<file path="src/rtl/vector_mem.sv">
// Vector storage: DEPTH x WIDTH RAM, one write port, one registered read port.
// No reset on the array or read register so it maps onto block RAM.
// Ports: clk; we/waddr/wdata write port; re/raddr read request, rdata valid
// the cycle after re.
module vector_mem #(
  parameter int unsigned DEPTH = 256,
  parameter int unsigned WIDTH = 15
) (
  input  logic                     clk,
  input  logic                     we,
  input  logic [$clog2(DEPTH)-1:0] waddr,
  input  logic [WIDTH-1:0]         wdata,
  input  logic                     re,
  input  logic [$clog2(DEPTH)-1:0] raddr,
  output logic [WIDTH-1:0]         rdata
);

  logic [WIDTH-1:0] mem [DEPTH];

  // Read-during-write to the same address returns the old contents
  always_ff @(posedge clk) begin
    if (we) mem[waddr] <= wdata;
    if (re) rdata <= mem[raddr];
  end

endmodule

</file>
<file path="config.mk">
export PLATFORM = sky130hd
export DESIGN_NAME = vector_mem
export DESIGN_NICKNAME = d
export VERILOG_FILES = /design/src/rtl/vector_mem.sv
export SDC_FILE = /design/constraint.sdc
export NUM_CORES = 2
export LEC_CHECK = 0
export CAP_MARGIN = 20
export CORE_UTILIZATION = 40
export DETAILED_ROUTE_END_ITERATION = 8
export PLACE_DENSITY = 0.61
export SYNTH_ARGS = -nofsm -noshare
export SYNTH_HDL_FRONTEND = slang
export SYNTH_SLANG_ARGS = --single-unit
</file>
<file path="constraint.sdc">
create_clock -name clk -period 3.5 [get_ports clk]
set_input_delay 0.7 -clock clk [delete_from_list [all_inputs] [get_ports clk]]
set_output_delay 0.7 -clock clk [all_outputs]
set_load 0.01 [all_outputs]
</file>
==> reports/metrics.cfg <==
[run_status]
status=finished, final reports clean

[clock_network]
cts-buffers-inserted=386
holdBufCountCts=1
cts_setup_buffers=0
cts_root_buf=clkbuf_16
cts.reportedPaths.clkPinSlew_ns=0.06
cts.sink_count=3855
cts_tree=built
clock_latency_ns=0.94
cts_max_level=5
clockBufferDepth=4
post_cts_resize_count=0

[logic_synthesis]
yosys-mux-area-fraction_pct=14.63
synth-seq-area-share_pct=78.34
ys_dominant_reg_cell=edfxtp_1
yosysTopAreaCell=edfxtp_1
synth_xor_area_share_pct=0
yosysWarnings=0
synth.most_common_cell=edfxtp_1
synth_fa_ha_area_share_pct=0
ys_seq_elements=3855
netlist_top_cells_count=edfxtp_1, mux4_2, nor2_1
syn-num-nets=6742
synthSimpleGateAreaFrac_pct=1.716
synth_top_family_by_area=multiplexers
synth-compound-area-share_pct=3.604
syn_inst=6708
synth_top_area_share_pct=78.34
synth.area.top_cells=edfxtp_1, mux4_2, mux2i_1
syn_area_sq_um=147800
ys_types=57
synth_edf_count=3855
async_reset_ff_share_pct=0
avgSynthCellArea_sq_um=22.03

[power_and_ir_drop]
ir_worst_vdd_uv=407.1
power_mw=97.20
power_density_nw_per_um2=556.7
leakagePower_nw=55.62

[floorplan]
core-area_sq_um=366700
start_util_pct=40.30
fp.dieW_um=609.8
io_pins=49
die_area_sq_um=371800
rows=222
die_height_um=609.8

[layout]
post-route-util_pct=47.62
nFillCells=29580
nNetsFinal=7777
drive_above_1_share_pct=31.03
syn_to_final_growth_pct=18.16

[routing]
drc_errors=0
first_iter_violations=9831
viasPerCell=5.829
final_antenna_net_count=0
first_pass_iters=6
wl_um=401700
route.detailed.wl_per_inst_um=31.16
vias=75130

[global_route]
grt_pass1_vias=75510
grt_usage_pct=21.35
grt_pass1_wl_um=567800
antenna_found_initial=28
grt-ovfl-total=0
grt_max_degree=129

[worst_setup_path]
critPathBufInv=6
crit_slowest_cell=a211oi_1
cp-end-kind=flop
worstSetupStartpoint=raddr[6]
reg2reg_from=mem[184][8]
crit_type=in2reg
cp-start-kind=primary input
max_stage_delay_ns=0.79
cp.arrival_ns=3.96
worst_ep_required_time_ns=4.16
crit_top_cell=buf_4
critPathTopFamily=buffers and inverters
worstPathMaxFanout=10
path_cells=clkdlybuf4s50_1, buf_12, nand2b_1, buf_12, a221oi_1, buf_4, a31oi_1, buf_4, a211oi_1, buf_4, a21oi_1, nor3b_1
rrSetupSlack_ns=0.24

[timing]
hold_viol_final=0
finalCritPeriodShare_pct=94.42
worstMarginPinSlew_ns=1.196
rsz0062_at_grt=no
fin_crit_ns=3.305
timing.slew.headroom_pct=20.24
drv_slew=0
max_freq_ghz=0.3026
fin_skew_ns=0.05596
setup-violations-final=0

[place]
port_buffers=48
place_congestion=0.8735
post-dp-hpwl_um=257300

[hold_path]
hp-start=wdata[1]
min_path_type=in2reg

[flow_run]
drv_cap=0

[registers in the layout, summed over array words and instances, names as in the netlist]
| name | flops |
|---|---|
| mem | 3840 |
| rdata | 15 |
[power by group]
part	switching (mW)	internal, mW
Sequential	0.0869	50.9
Clock	17.5	23.2
Combinational	3.35	2.09
[per-stage QoR]
step / instances / hold WS (ns) / area, sq um / TNS (ns) / worst slack, ns
floorplan: 6708 / 0.7989 / 147800 / 0 / 0.6784
global route: 12880 / 0.1251 / 174600 / 0 / 0.1034
global placement: 12170 / 0.9703 / 162200 / -7.797 / -1.067
detailed placement: 12170 / 0.9665 / 162200 / -6.857 / -0.7416
CTS: 12880 / 0.09847 / 174600 / 0 / 0.1745
finish: 12890 / 0.1500 / 174600 / 0 / 0.1952
[path summary, 6_finish.rpt]
| kind | to | cells after the start |
|---|---|---|
| min | mem[156][1] | 1 |
| max | rdata[8] | 12 |
| max reg2reg | rdata[8] | 8 |
| min reg2reg | rdata[11] | 6 |
[layer usage]
layer / share of wire (%) / track usage [%] / wire, um
met1: 40 / 29.65 / 160500
met3: 8.4 / 3.553 / 33660
met5: 0.0057 / 0 / 23
met4: 3.2 / 6.640 / 12960
met2: 48 / 34.63 / 194500
[layout make-up]
type	count	area, sq um	area share [%]
Clock inverter	231	2267	1.299
Antenna cell	10	25.02	0.01433
Clock buffer	476	10100	5.787
Inverter	3	11.26	0.006450
Tap cell	4816	6026	3.451
Timing Repair Buffer	1055	10780	6.175
Multi-Input combinational cell	2442	29610	16.96
Sequential cell	3855	115800	66.30
[kinds of logic (layout without fill, tap and decap cells)]
group | count (synthesis) | in the layout
other cells | 0 | 10
buf+inv | 411 | 1765
flops | 3855 | 3855
compound gates | 771 | 771
simple gates | 552 | 552
mux | 1119 | 1119
[layout by cell type (no fill, tap or decap), drive strengths merged, types with 3 or more instances in the layout]
master            n
o31ai            10
nor3             37
clkinv          177
buf            1027
mux2             66
and2              3
and3b             6
o22ai           100
bufinv           36
inv              17
o21ai            47
clkbuf          476
edfxtp         3855
a211oi           40
nand3            32
a22oi           222
o32ai             9
mux2i           227
nand4            12
nor2b            33
nand3b            5
a31oi            16
and3              5
mux4            826
a221oi           48
nor3b            12
a21oi           165
nor2            293
clkdlybuf4s50    27
clkinvlp          4
or2               5
nand2            67
o211ai            6
o221ai           78
diode            10
nand2b            9
a22o             21
nor4             27
No activity file was read; power rests on OpenSTA's default activity.
